`src/rtl/matmul_pin_driver.sv`:
```
// Host-side initiator for the 2x2 matrix-multiply pin protocol.
// It loads eight operand bytes, then steps through the four products and captures each result.
module matmul_pin_driver #(
    parameter int SETTLE_CYCLES = 2
) (
    input  logic        clk,
    input  logic        reset,
    input  logic        start,
    input  logic [63:0] operands,
    output logic        busy,
    output logic        done,
    output logic [16:0] c00,
    output logic [16:0] c01,
    output logic [16:0] c10,
    output logic [16:0] c11,
    output logic [2:0]  mm_sel_in,
    output logic [7:0]  mm_input_val,
    output logic        mm_execute,
    output logic [1:0]  mm_sel_out,
    input  logic [16:0] mm_result
);

    typedef enum logic [1:0] {S_IDLE, S_LOAD, S_READ, S_DONE} state_t;

    localparam logic [3:0] SETTLE_LAST = 4'(SETTLE_CYCLES - 1);

    state_t      state_q, state_d;
    logic [63:0] shadow_q, shadow_d;
    logic [2:0]  slot_q, slot_d;
    logic [3:0]  settle_q, settle_d;
    logic [2:0]  sel_in_q, sel_in_d;
    logic [7:0]  val_q, val_d;
    logic        exec_q, exec_d;
    logic [1:0]  sel_out_q, sel_out_d;
    logic        busy_q, busy_d;
    logic        done_q, done_d;
    logic [16:0] c_q [4];
    logic [16:0] c_d [4];

    logic [2:0]  slot_nxt;
    logic        settle_last;

    assign slot_nxt    = slot_q + 3'd1;
    assign settle_last = (settle_q == SETTLE_LAST);

    always_ff @(posedge clk or negedge reset) begin
        if (!reset) begin
            state_q <= S_IDLE;
        end else begin
            state_q <= state_d;
        end
    end

    always_comb begin
        state_d = state_q;
        unique case (state_q)
            S_IDLE:  if (start) state_d = S_LOAD;
            S_LOAD:  if (slot_q == 3'd7) state_d = S_READ;
            S_READ:  if (settle_last && sel_out_q == 2'd3) state_d = S_DONE;
            S_DONE:  state_d = S_IDLE;
            default: state_d = S_IDLE;
        endcase
    end

    // Next values for every pin and capture register; pins are then driven from flops only.
    always_comb begin
        shadow_d  = shadow_q;
        slot_d    = slot_q;
        settle_d  = settle_q;
        sel_in_d  = sel_in_q;
        val_d     = val_q;
        exec_d    = exec_q;
        sel_out_d = sel_out_q;
        busy_d    = busy_q;
        done_d    = 1'b0;
        c_d       = c_q;
        unique case (state_q)
            S_IDLE: begin
                if (start) begin
                    shadow_d = operands;
                    slot_d   = 3'd0;
                    sel_in_d = 3'd0;
                    val_d    = operands[7:0];
                    exec_d   = 1'b0;
                    busy_d   = 1'b1;
                end
            end
            S_LOAD: begin
                if (slot_q == 3'd7) begin
                    exec_d    = 1'b1;
                    sel_out_d = 2'd0;
                    settle_d  = 4'd0;
                end else begin
                    slot_d   = slot_nxt;
                    sel_in_d = slot_nxt;
                    val_d    = shadow_q[{slot_nxt, 3'b000} +: 8];
                end
            end
            S_READ: begin
                if (settle_last) begin
                    settle_d       = 4'd0;
                    c_d[sel_out_q] = mm_result;
                    if (sel_out_q == 2'd3) begin
                        busy_d    = 1'b0;
                        done_d    = 1'b1;
                        sel_out_d = 2'd0;
                    end else begin
                        sel_out_d = sel_out_q + 2'd1;
                    end
                end else begin
                    settle_d = settle_q + 4'd1;
                end
            end
            default: ;
        endcase
    end

    always_ff @(posedge clk or negedge reset) begin
        if (!reset) begin
            shadow_q  <= '0;
            slot_q    <= '0;
            settle_q  <= '0;
            sel_in_q  <= '0;
            val_q     <= '0;
            exec_q    <= 1'b1;
            sel_out_q <= '0;
            busy_q    <= 1'b0;
            done_q    <= 1'b0;
            for (int i = 0; i < 4; i++) c_q[i] <= '0;
        end else begin
            shadow_q  <= shadow_d;
            slot_q    <= slot_d;
            settle_q  <= settle_d;
            sel_in_q  <= sel_in_d;
            val_q     <= val_d;
            exec_q    <= exec_d;
            sel_out_q <= sel_out_d;
            busy_q    <= busy_d;
            done_q    <= done_d;
            for (int i = 0; i < 4; i++) c_q[i] <= c_d[i];
        end
    end

    assign busy         = busy_q;
    assign done         = done_q;
    assign c00          = c_q[0];
    assign c01          = c_q[1];
    assign c10          = c_q[2];
    assign c11          = c_q[3];
    assign mm_sel_in    = sel_in_q;
    assign mm_input_val = val_q;
    assign mm_execute   = exec_q;
    assign mm_sel_out   = sel_out_q;

endmodule

```
`config.mk`:
```
export PLATFORM = sky130hd
export DESIGN_NAME = matmul_pin_driver
export DESIGN_NICKNAME = d
export VERILOG_FILES = /design/src/rtl/matmul_pin_driver.sv
export SDC_FILE = /design/constraint.sdc
export NUM_CORES = 1
export LEC_CHECK = 0
export CELL_PAD_IN_SITES_DETAIL_PLACEMENT = 0
export CELL_PAD_IN_SITES_GLOBAL_PLACEMENT = 1
export CORE_MARGIN = 2
export CORE_UTILIZATION = 25
export CTS_CLUSTER_SIZE = 14
export DETAILED_ROUTE_END_ITERATION = 12
export HOLD_SLACK_MARGIN = 0.12
export PLACE_DENSITY_LB_ADDON = 0.1
export SLEW_MARGIN = 5
export SYNTH_ARGS = -nofsm -noshare
export SYNTH_HDL_FRONTEND = slang
export SYNTH_SLANG_ARGS = --single-unit
```
`constraint.sdc`:
```
create_clock -name clk -period 2.4 [get_ports clk]
set_clock_uncertainty 0.2 [all_clocks]
set_input_delay 0.24 -clock clk [delete_from_list [all_inputs] [get_ports clk]]
set_output_delay 0.24 -clock clk [all_outputs]
set_load 0.005 [all_outputs]
```
# Word-level counts from Yosys, hierarchy flattened
# Index checks and enable logic that the tools add are counted.
[word_totals]
reg_bits = 154
elab_cells = 76
out_inout_bits = 84
[classes]
n_eq_ne = 12
order_cmp = 2
shift = 1
add_sub_neg = 3
muxes = 30
bitwise_logic = 1
n_reduce_logical = 14
[op_table]
columns = ["operator", "count"]
rows = [
  ["bitwise mux 68 bit", 1],
  ["indexed part select 64 x 7 -> 8 bit", 1],
  ["demux 17 bit (select 2 bit)", 1],
  ["two-way mux 17 bit", 1],
  ["two-way mux 8 bit", 2],
  ["one-hot mux 8 bit (2 select lines)", 1],
  ["two-way mux 2 bit", 6],
  ["!= test 2 bit (second input constant)", 6],
  ["AND reduction 3 bit", 4],
  ["two-way mux 1 bit", 8],
  ["two-way mux 4 bit", 2],
  ["one-hot mux 2 bit (4 select lines)", 1],
  ["one-hot mux 4 bit (2 select lines)", 1],
  ["== test 2 bit (second input constant)", 3],
  ["two-way mux 3 bit", 2],
  ["one-hot mux 3 bit (2 select lines)", 1],
  ["AND reduction 2 bit", 3],
  ["nonzero test 2 bit", 3],
  ["adder 4 x 1 -> 4 bit (second input constant)", 1],
  ["== test 4 x 1 -> 1 bit (second input constant)", 1],
  ["one-hot mux 1 bit (2 select lines)", 2],
  ["one-hot mux 2 bit (2 select lines)", 1],
  ["AND reduction 4 bit", 1],
  ["adder 3 x 1 -> 3 bit (second input constant)", 1],
  ["8 further kinds", 9],
]

# Longest topological paths before layout
# Gate-level depths: netlist of run 1.
[logic_depth]
depth_word = 6
ltp_mapped = 8
mapped_depth_nobuf = 6

# Least setup slack after synthesis of run 1
# Ideal clock, no wire load.
[synth_timing]
path_kind = "register to register"
from = "register mm_sel_in[0] (netlist name)"
to = "register val_q[1], in the netlist mm_input_val[1]"
path_slack_ps = 268
path_stages_with_launch = 8
setup_ps = 126
t_arrival_ps = 1806
cell_sequence = "dfrtp_1 > ha_1 > buf_2 > buf_4 > buf_4 > mux2i_1 > o22ai_1 > o32a_1"
[synth_lines]
columns = ["element", "line_no", "source"]
rows = [
  ["to (signal assigned)", "135", "val_q <= val_d;"],
  ["to (decl)", "32", "logic [7:0] val_q, val_d;"],
]

# Worst setup path in the final report of run 1
[layout_timing]
from = "register settle_q[1]"
to = "register state_q[1]"
[layout_between]
elab_chain_cells = 4
[layout_lines]
columns = ["element", "line_no", "source"]
rows = [
  ["from (decl)", "30", "logic [3:0] settle_q, settle_d;"],
  ["from (signal assigned)", "133", "settle_q <= settle_d;"],
  ["== test 4 x 1 -> 1 bit", "44", "assign settle_last = (settle_q == SETTLE_LAST);"],
  ["logical AND 1 bit", "59", "S_READ: if (settle_last && sel_out_q == 2'd3) state_d = S_DONE;"],
  ["!= test 2 bit (no source line)", "--", ""],
  ["AND reduction 3 bit (no source line)", "--", ""],
  ["to (signal assigned)", "50", "state_q <= state_d;"],
  ["to (decl)", "27", "state_t state_q, state_d;"],
]
# No other way between the ends.
# A chain may end at the register's enable or synchronous reset.

==> results of run 1 <==
==> power by group <==
| group | internal, mW | switching, mW |
|---|---|---|
| clock network | 1.52 | 1.17 |
| registers | 3.78 | 0.652 |
| logic | 2.91 | 1.76 |
| total | 8.21 | 3.58 |
==> state kept, by name, summed over array words and instances (netlist names) <==
signal,cells
mm_sel_out,2
busy,1
state_q,2
mm_sel_in,3
mm_input_val,8
shadow_q,64
settle_q,4
c11,17
done,1
mm_execute,1
c00,17
c01,17
c10,17
==> routing by layer <==
| metal | GRT usage [%] | part of all wire (%) | up-vias |
|---|---|---|---|
| met5 | 0 | 0 | - |
| li1 | - | - | 1976 |
| met1 | 16.88 | 45 | 2186 |
| met2 | 20.63 | 48 | 112 |
| met3 | 4.634 | 6.1 | 13 |
| met4 | 3.786 | 1.4 | 0 |
==> timing repair <==
action                                  4_1_cts  5_1_grt
hold buffers                                  3        0
hold endpoints to repair                    153        0
endpoints found under the setup margin        0        0
==> per-stage QoR <==
stage / utilization, % / hold slack [ns]
after floorplan: - / -0.2556
after global placement: 33.61 / -0.01455
after detailed placement: 33.61 / -0.01073
after CTS: 36.02 / 0.2062
after global routing: 36.02 / 0.2163
final: 36.02 / 0.2289
==> kinds of logic after synthesis <==
kind of cell	count (synthesis)	synth area share (%)
AOI/OAI and AO/OA	42	4.888
adders and majority gates	11	2.084
buffers and inverters	28	2.217
DFF	154	58.37
muxes	161	28.74
and+or+nand+nor	40	3.695
==> Yosys cell counts, types with 4 or more instances <==
cell / count / area (um^2)
o21ai_0: 4 / 20.02
nand2_1: 8 / 30.03
a22o_1: 5 / 43.79
o32a_1: 8 / 80.08
buf_2: 6 / 30.03
mux4_1: 5 / 131.4
buf_4: 4 / 30.03
nor2b_1: 10 / 62.56
mux2_2: 134 / 1509
mux2i_1: 19 / 190.2
a21oi_1: 4 / 20.02
o22ai_1: 7 / 43.79
o31a_1: 7 / 61.31
dfrtp_1: 153 / 3829
clkbuf_1: 9 / 33.78
inv_1: 7 / 26.28
ha_1: 11 / 137.6
==> worst max-delay path, delay by kind of cell (launching register included) <==
kind          cells  cell delay [ns]
fa+ha+maj         1             0.14
buf+inv           1             0.07
flops             1             0.42
mux               1             0.37
simple gates      3             0.88
==> area by class of cell <==
type | count | share of cell area (%)
Inverter | 7 | 0.2807
Clock inverter | 12 | 1.390
Clock buffer | 20 | 4.879
Multi-Input combinational cell | 254 | 27.88
Sequential cell | 154 | 41.18
Tap cell | 335 | 4.478
Timing Repair Buffer | 185 | 19.90
==> path summary, 6_finish.rpt <==
kind / to / cells after the start
setup / recovery: state_q[1] / 6
hold / removal: shadow_q[23] / 2
setup reg to reg: state_q[1] / 6
hold reg to reg: shadow_q[24] / 1
max in group asynchronous: mm_sel_in[0] / 4
min in group asynchronous: c00[1] / 3
==> results by group, run 1 <==
Global routing
  • First-pass GRT wire length: 27,790 um
  • Remaining global-route overflow: 0
  • Vias in the first global route: 4,741
  • Largest net degree at the start of global routing: 76
  • Total GRT Usage: 13.04%
  • Initial antenna violation count: 0

Status
  • Status: complete, no violations

Finish
  • Fillers: 2,551
  • Area grow syn2layout: 41.74%
  • Share of cells above drive strength 1: 30.22%
  • Multi-input logic area: 0.002610 mm^2
  • Number of diodes: 0
  • Commonest non-fill, non-tap cell in the layout: clkdlybuf4s50_1
  • Most frequent cells in the layout: 166 x clkdlybuf4s50_1, 153 x dfrtp_1, 134 x mux2_2
  • Layout Cells excl Fill: 967
  • Nets: 714
  • Cell area after layout: 0.009360 mm^2
  • Register area: 0.003855 mm^2

Drt
  • DRC viols: 0
  • First drt pass iteration count: 4
  • Remaining antenna violation count: 0
  • Vias: 4,287
  • Routed len/inst: 18.56 um
  • Routed WL: 17,950 um
  • Initial DRC count: 135
  • DR vias/cell: 4.433

Timing
  • Worst-Margin Slew: 0.4336 ns
  • Setup-failing EPs final: 0
  • Max Freq: 454.9 MHz
  • Period utilization: 91.60%
  • Max-slew violations: 0
  • Tmin final: 2.198 ns
  • Rel. slew slack: 70.79%
  • Unrepaired setup endpoints after global routing: false
  • TNS Setup: 0 ns
  • Setup slack after layout: 0.2017 ns
  • Final Hold Viols: 0

Floorplan
  • Top-Level Pins: 168
  • Core area: 0.02598 mm^2
  • Initial Util: 25.41%
  • Die span in x: 166.5 um
  • Die H: 166.5 um
  • Rows: 59
  • Die area: 0.02773 mm^2

Setup path
  • Capturing element type of the critical path: flop
  • Crit path DAT: 2.29 ns
  • CP startpoint: settle_q[1]
  • Max incr delay on CP: 0.42 ns
  • CP Max Fanout: 8
  • WS Path Type: reg -> reg
  • Critical Path, Cell by Cell: inv_1, ha_1, nor3b_4, nor2_1, nor3_1, mux2_2
  • Startpoint Class: flop
  • Crit-path slowest cell: dfrtp_1
  • Required time of the worst setup path: 2.49 ns
  • R2R Setup Slk: 0.20 ns
  • Worst r2r src: settle_q[1]

Logic synthesis
  • Most used DFF post-synth: dfrtp_1
  • Synth Cell Area: 0.006604 mm^2
  • Ys Warns: 0
  • Post-synth EDFFs: 0
  • Count of cell types in the netlist: 36
  • Synthesized instance count: 436
  • Syn avg cell area: 15.15 um^2
  • Post-synthesis sequential area ratio: 58.37%
  • Ys async rst share: 100.0%
  • Mapped Nets: 531
  • #FFs+latches synth: 154

Place
  • # port buffers: 167
  • Pre-CTS setup slack: 0.1820 ns
  • Placed Instances: 932
  • RePlAce Congestion: 0.7123
  • Dpl cell area: 0.008733 mm^2
  • Dpl hpwl: 12,460 um

Clock network
  • Post-CTS Setup Inserts: 0
  • Number of buffers created by CTS: 17
  • CTS Sinks: 154
  • TritonCTS clock tree: done
  • CTS root buffer: clkbuf_16
  • Post-cts sizing count: 0
  • Clock transition at path regs: 0.07 ns
  • Clock latency on the worst-skew pair: 0.42 ns
  • # H-tree levels: 4
  • CTS Buffer Depth: 2

Power
  • Leakage: 3.866 nW
  • Max IR drop VDD: 0.0004362 V
  • Cell Pwr Density: 1260 mW/mm^2
  • Total design power: 11.79 mW

Flow run
  • Maxcap violations: 0

Min path
  • Hold path startpoint: operands[23]
  • HP Class: in -> reg
Note: power is estimated with default switching activity, not from simulation.
==> run 2: changes to the inputs <==
--- a/config.mk
+++ b/config.mk
@@ -9,10 +9,10 @@
 export CELL_PAD_IN_SITES_GLOBAL_PLACEMENT = 1
 export CORE_MARGIN = 2
 export CORE_UTILIZATION = 25
-export CTS_CLUSTER_SIZE = 14
 export DETAILED_ROUTE_END_ITERATION = 12
 export HOLD_SLACK_MARGIN = 0.12
 export PLACE_DENSITY_LB_ADDON = 0.1
+export REMOVE_ABC_BUFFERS = 1
 export SLEW_MARGIN = 5
 export SYNTH_ARGS = -nofsm -noshare
 export SYNTH_HDL_FRONTEND = slang
==> results by group, run 2 (synthesis results as in run 1) <==
Drt
  • Remaining antenna violation count: 0 (unchanged)
  • DRC viols: 0 (unchanged)
  • Vias: 4,276 (was 4,287)
  • First drt pass iteration count: 4 (unchanged)
  • Routed WL: 17,730 um (was 17,950 um)
  • DR vias/cell: 4.427 (was 4.433)
  • Initial DRC count: 138 (was 135)
  • Routed len/inst: 18.35 um (was 18.56 um)

Global routing
  • Remaining global-route overflow: 0 (unchanged)
  • Initial antenna violation count: 0 (unchanged)
  • First-pass GRT wire length: 27,760 um (was 27,790 um)
  • Largest net degree at the start of global routing: 56 (was 76)
  • Met2 usage: 21.74% (was 20.63%)
  • Total GRT Usage: 13.09% (was 13.04%)
  • Vias in the first global route: 4,762 (was 4,741)
  • Met3 global-route usage: 3.802% (was 4.634%)
  • Met1 GRT Util: 16.85% (was 16.88%)
  • GRT busiest layer: met2 (unchanged)

Power
  • Cell Pwr Density: 1274 mW/mm^2 (was 1260 mW/mm^2)
  • Leakage: 3.875 nW (was 3.866 nW)
  • Max IR drop VDD: 0.0005339 V (was 0.0004362 V)

Timing
  • Max-slew violations: 0 (unchanged)
  • Tmin final: 2.190 ns (was 2.198 ns)
  • Unrepaired setup endpoints after global routing: false (unchanged)
  • Rel. slew slack: 64.47% (was 70.79%)
  • Setup-failing EPs final: 0 (unchanged)
  • WHS: 0.1404 ns (was 0.2289 ns)
  • Period utilization: 91.26% (was 91.60%)
  • Max Freq: 456.6 MHz (was 454.9 MHz)
  • Worst-Margin Slew: 0.5329 ns (was 0.4336 ns)
  • Final Hold Viols: 0 (unchanged)

Finish
  • Most frequent cells in the layout: 166 x clkdlybuf4s50_1, 153 x dfrtp_1, 134 x mux2_2 (unchanged)
  • Number of diodes: 0 (unchanged)
  • Area grow syn2layout: 41.99% (was 41.74%)
  • Commonest non-fill, non-tap cell in the layout: clkdlybuf4s50_1 (unchanged)
  • Final core occ: 36.08% (was 36.02%)
  • Max FFs per register: 64 (unchanged)
  • Nets: 713 (was 714)
  • Share of cells above drive strength 1: 30.74% (was 30.22%)
  • Most flops, register: shadow_q (unchanged)

Place
  • RePlAce Congestion: 0.7308 (was 0.7123)
  • # port buffers: 167 (unchanged)
  • Dpl hpwl: 12,660 um (was 12,460 um)

Setup path
  • Crit path DAT: 2.34 ns (was 2.29 ns)
  • Required time of the worst setup path: 2.55 ns (was 2.49 ns)
  • Capturing element type of the critical path: flop (unchanged)
  • Capturing point of the worst reg2reg path: mm_input_val[6] (was state_q[1])
  • R2R Setup Slk: 0.21 ns (was 0.20 ns)
  • FF-to-FF path depth: 6 (unchanged)
  • Worst r2r src: mm_sel_in[0] (was settle_q[1])
  • WS Path Type: reg -> reg (unchanged)
  • CP Max Fanout: 7 (was 8)
  • Startpoint Class: flop (unchanged)

Clock network
  • CTS Sinks: 154 (unchanged)
  • # H-tree levels: 4 (unchanged)
  • Clock latency on the worst-skew pair: 0.42 ns (about the same)
  • TritonCTS clock tree: done (unchanged)
  • Number of buffers created by CTS: 17 (unchanged)
  • Post-CTS Setup Inserts: 0 (unchanged)
  • CTS Buffer Depth: 2 (unchanged)
  • CTS root buffer: clkbuf_16 (unchanged)
  • Clock transition at path regs: 0.07 ns (about the same)

Flow run
  • Maxcap violations: 0 (unchanged)

Floorplan
  • Top-Level Pins: 168 (unchanged)
  • Rows: 59 (unchanged)
  • Die area: 0.02773 mm^2 (unchanged)
  • Die H: 166.5 um (unchanged)
  • Initial Util: 25.41% (unchanged)
  • Core area: 0.02598 mm^2 (unchanged)
  • Die span in x: 166.5 um (unchanged)

Min path
  • HP Class: in -> async (was in -> reg)

Status
  • Status: complete, no violations (unchanged)
-- run 2: cell types whose count changed in the layout (fill, tap and decap cells not counted), sizes merged --
cell         before  now
clkinvlp          3    2
dlygate4sd3       2    1
inv              13   15
clkbuf           20   18
clkinv            2    3
-- run 2: cell type report --
cell class / count / area (um^2)
Fill cell: 2583 / 16610
Sequential cell: 154 / 3855
Multi-Input combinational cell: 254 / 2619
Timing Repair Buffer: 184 / 1866
Clock buffer: 18 / 439.2
Tap cell: 335 / 419.2
Clock inverter: 14 / 152.6
Inverter: 7 / 26.28
-- run 2: layer usage --
| layer | wire [um] | part of all wire (%) |
|---|---|---|
| met2 | 9042 | 51 |
| met1 | 7842 | 44 |
| met4 | 123 | 0.69 |
| met3 | 723 | 4.1 |
| met5 | 0 | 0 |
-- run 2: repair_timing --
action,in CTS,in global routing
gates resized for setup,0,2
hold endpoints to repair,125,0
setup endpoints to repair,0,5
hold buffers,1,0
-- run 2: power by group --
| part | switching (mW) | internal (mW) |
|---|---|---|
| Sequential | 0.619 | 3.78 |
| Combinational | 1.88 | 2.98 |
| Clock | 1.19 | 1.50 |
| Total | 3.69 | 8.26 |
-- run 2: through the flow --
step	setup WS [ns]	setup TNS, ns	std cells	power [mW]	cell area, um^2
4_1_cts	0.06736	0	966	12.15	9368
5_1_grt	0.07676	0	966	12.73	9376
2_1_floorplan	-0.7910	-38.56	415	6.903	6484
3_5_place_dp	0.1012	0	933	9.380	8766
6_report	0.2098	0	966	11.94	9376
3_3_place_gp	0.1161	0	933	9.248	8766
-- run 2: how the worst max path moves through the flow --
stage                       startpoint              end  slack [ns]  cells after the start
after floorplan             state_q[0]  mm_input_val[0]       -0.79                      6
after global placement      state_q[1]  mm_input_val[7]        0.12                      6
after detailed placement    state_q[1]  mm_input_val[7]        0.10                      6
after CTS                   state_q[1]  mm_input_val[7]        0.07                      6
after global routing        state_q[1]  mm_input_val[6]        0.08                      6
final                     mm_sel_in[0]  mm_input_val[6]        0.21                      6
-- run 2: critical path, stage by stage, from the launching register on --
cell and delay, ns:
dfrtp_1 0.38, ha_1 0.20, ha_1 0.31, nor2b_1 0.22
nand2_1 0.31, o22ai_1 0.33, o32a_1 0.19
==> variant 1 (flow settings as in run 2) <==
Make the reset (`reset`) synchronous in 2 clocked blocks.
--- a/src/rtl/matmul_pin_driver.sv
+++ b/src/rtl/matmul_pin_driver.sv
@@ -43,7 +43,7 @@
     assign slot_nxt    = slot_q + 3'd1;
     assign settle_last = (settle_q == SETTLE_LAST);
 
-    always_ff @(posedge clk or negedge reset) begin
+    always_ff @(posedge clk) begin
         if (!reset) begin
             state_q <= S_IDLE;
         end else begin
@@ -115,7 +115,7 @@
         endcase
     end
 
-    always_ff @(posedge clk or negedge reset) begin
+    always_ff @(posedge clk) begin
         if (!reset) begin
             shadow_q  <= '0;
             slot_q    <= '0;
Check against the original RTL: differs if reset is asserted again (counterexample within 4 cycles, from zero or initial values and one cycle with reset low); with reset held inactive, the same outputs for 10 cycles.
==> variant 1 against run 2 <==
  * Routed wire length rose by 11%
  * Synthesized area rose by 1.6%
  * Utilization fell by 0.85 points
  * Sequential cell count did not move
  * Design area fell by 1.5%
  * Worst setup slack got worse by 0.028 ns
  * Critical path type unchanged
  * Highest routed layer unchanged
Power is not compared: it rests on default switching activity, and its combinational part moved more than twofold at a synthesized area within 25%.
==> variant 1: results (changes against run 2) <==
* Xor-xnor portion of the synthesized cell area at 0.2610% (+0.26 points)
* First-pass GRT wire length at 31310 um (+13%)
* Synth Area in Adders at 2.051% (-0.033 points)
* Largest Register: shadow_q
* Arr. time, crit path at 2.31 ns (-0.03 ns)
* Initial DRC Count at 232 (+68%)
* Gpl congestion at 0.7457 (+2.0%)
* Tightest hold margin at 0.1774 ns (+0.03708 ns)
* GRT Util Overall at 14.17% (+1.1 points)
* Fin crit share at 92.42% (+1.2 points)
* Status: finished clean
* # fillers at 2709 (+4.9%)
* Nonclk inv count at 10 (+3)
* Non-clock buffer share at 19.92% (+0.023 points)
* Vias per cell at 4.424 (about the same)
* Top FF cell, synth: dfxtp_1
* Number of distinct library cells after synthesis at 42 (+17%)
* Synth top area cells: dfxtp_1 (46%), nand2_1 (15%), a21boi_0 (12%)
* FFs w/ async S/R, synth at 0% (-100 points)
* Reg2Reg Setup Slack at 0.18 ns (-0.03 ns)
* Comb_multi_in at 538 (+110%)
* Layout cell share with drive strength beyond 1 at 11.16% (-20 points)
* Worst path top cell family by delay: adder cells
* Clock buffers at 19 (+1)
* Tightest Pin Transition at 0.4657 ns (-0.06715 ns)
* Fraction of standard cell area in multi-input logic at 35.27% (+7.3 points)
* Plain + repair buffers at 181 (-1.6%)
* Top cells by instance count after synthesis: nand2_1 (270), dfxtp_1 (154), a21boi_0 (106)
* DR WL/cell at 15.70 um (-14%)
* WHS Path Cells at 3
* Crit path capture: mm_input_val[6]
* Clk tree area frac at 6.477% (+0.17 points)
* Post-synthesis mux area share at 5.854% (-23 points)
* Total Nets Final at 997 (+40%)
* Largest net degree at the start of global routing at 73 (+30%)
* Worst hold path class: primary input to flip-flop
* Worst R2R Start: mm_sel_in[1]
* Setup WS pre-CTS at 0.1670 ns (+0.06577 ns)
* Initial antenna violation count at 1 (+1)
* Seq cells at 154 (unchanged)
* Seq/total area at 33.39% (-7.7 points)
* Critical Path Fanout Max at 9 (+2)
* Vias in the first global route at 5721 (+20%)
* Worst path slowest cell: ha_1
* Max incr delay on CP at 0.48 ns (+0.10 ns)
* Post-synthesis sequential area ratio at 45.94% (-12 points)
* Post-DP HPWL at 13730 um (+8.5%)
* Synth Area in Compound Gates at 20.56% (+16 points)
-- variant 1: cell types whose count changed after synthesis, sizes merged, moves of 20 or more --
cell and change:
dfxtp +154, nand2 +266, buf +20, mux2 -128, a21boi +136, dfrtp -153
-- variant 1: worst min-delay path, cell delays in order --
cell and delay [ns]:
clkdlybuf4s50_1 0.39, nand2_1 0.05, a21boi_0 0.06
-- variant 1: per-stage QoR --
stage          instance area (um^2)  utilization, %  setup TNS (ns)  cells
2_1_floorplan                  6369               -          -1.385    702
3_3_place_gp                   8621           32.90               0   1217
3_5_place_dp                   8621           32.90               0   1217
4_1_cts                        9229           35.22               0   1249
5_1_grt                        9234           35.24               0   1249
6_report                       9234           35.24               0   1249
-- variant 1: metal layers --
layer  global-route usage, %  up-vias  routed length (um)
li1                        -     2795                   -
met1                   17.93     2579                9072
met2                   24.25      140                9329
met3                   3.197       12                 947
met4                   3.932        0                 255
met5                       0        -                   0
==> variant 2 (flow settings as in run 2) <==
Without the edit above. Put a register stage on the outputs `c00`, `c01`, `c10` and `c11`, cleared by the reset. The values now appear one clock later. The other outputs are not delayed to match.
--- a/src/rtl/matmul_pin_driver.sv
+++ b/src/rtl/matmul_pin_driver.sv
@@ -143,10 +143,19 @@
 
     assign busy         = busy_q;
     assign done         = done_q;
-    assign c00          = c_q[0];
-    assign c01          = c_q[1];
-    assign c10          = c_q[2];
-    assign c11          = c_q[3];
+    always_ff @(posedge clk or negedge reset) begin
+        if (!reset) begin
+            c00 <= '0;
+            c01 <= '0;
+            c10 <= '0;
+            c11 <= '0;
+        end else begin
+            c00 <= c_q[0];
+            c01 <= c_q[1];
+            c10 <= c_q[2];
+            c11 <= c_q[3];
+        end
+    end
     assign mm_sel_in    = sel_in_q;
     assign mm_input_val = val_q;
     assign mm_execute   = exec_q;
Behaviour: no difference found for any inputs over 10 cycles, from zero or initial values and one cycle with reset low; that may be too few to reach the edited logic, so the function may still have changed.
==> variant 2 against run 2 <==
  * Worst setup slack worse by 0.023 ns
  * Via count is 18% higher
  * Sequential cell count is 68 higher
  * Routed wire length is 19% higher
  * Clock power is 48% higher
  * Total power is 25% higher
  * Synthesized area is 26% higher
  * Fmax is 1.0% lower
  * Worst hold slack better by 0.0029 ns
  * Design area is 28% higher
  * Highest routed layer unchanged
==> variant 2: results (changes against run 2) <==
* Status: finished clean
* Worst hold path class: primary input to flip-flop
* Largest net degree at the start of global routing at 62 (+11%)
* Top cells by instance count after synthesis: dfrtp_1 (221), mux2_2 (134), mux2i_1 (19)
* Layout cell share with drive strength beyond 1 at 28.22% (-2.5 points)
* Gpl congestion at 0.7102 (-2.8%)
* Clock Latency Late Sink at 0.53 ns (+0.11 ns)
* Peak VDD IR at 0.5490 mV (+2.8%)
* Tightest Pin Transition at 0.5604 ns (+0.02755 ns)
* Vias in the first global route at 5702 (+20%)
* Cells after Synth at 504 (+16%)
* Area post-placement at 10680 um^2 (+22%)
* Vias post-DR at 5052 (+18%)
* DR WL/cell at 17.53 um (-4.5%)
* Critical Path Fanout Max at 5 (-2)
* Register share of total power at 41.4% (+4.6 points)
* GRT Util Overall at 12.16% (-0.93 points)
* Clock Path Buffers at 3 (+1)
* Worst path slowest cell: dfrtp_2
* Setup WS pre-CTS at 0.1687 ns (+0.06753 ns)
* Sw power at 4.122 mW (+12%)
* Clk pwr share at 26.5% (+4.0 points)
* Num CTS Buffers at 26 (+9)
* Number of distinct library cells after synthesis at 34 (-5.6%)
* Max incr delay on CP at 0.42 ns (+0.04 ns)
* Lkg Pwr at 5.000 nW (+29%)
* Row count at 66 (+12%)
* First-pass GRT wire length at 32290 um (+16%)
* Post-DP HPWL at 14170 um (+12%)
* Synth Area in Compound Gates at 4.089% (-0.80 points)
* H-Tree Depth at 1 (-3)
* Total Nets Final at 839 (+18%)
* Arr. time, crit path at 2.49 ns (+0.15 ns)
-- variant 2: changes by cell type in the layout (fill, tap and decap cells not counted), moves of 6 or more --
cell,before,now
dfrtp_1,153,220
clkbuf_8,1,7
clkbuf_16,17,26
dlygate4sd3_1,1,42
clkbuf_1,0,7
-- variant 2: layout make-up --
type,instances,area (um^2)
fillers,3078,20630
flip-flops and latches,222,5558
multi-input cells,254,2594
repair buffers,232,2370
clock buffers,40,773.2
well taps,442,553.0
clock inverters,6,105.1
inverters,8,30.03
diodes,1,2.502
-- variant 2: metal layers --
| layer | GRT usage (%) | wire (um) | vias up | share of wire, % |
|---|---|---|---|---|
| li1 | - | - | 2291 | - |
| met3 | 4.422 | 1799 | 29 | 8.5 |
| met1 | 15.10 | 9114 | 2587 | 43 |
| met5 | 0 | 0 | - | 0 |
| met2 | 19.88 | 9733 | 145 | 46 |
| met4 | 3.528 | 482 | 0 | 2.3 |
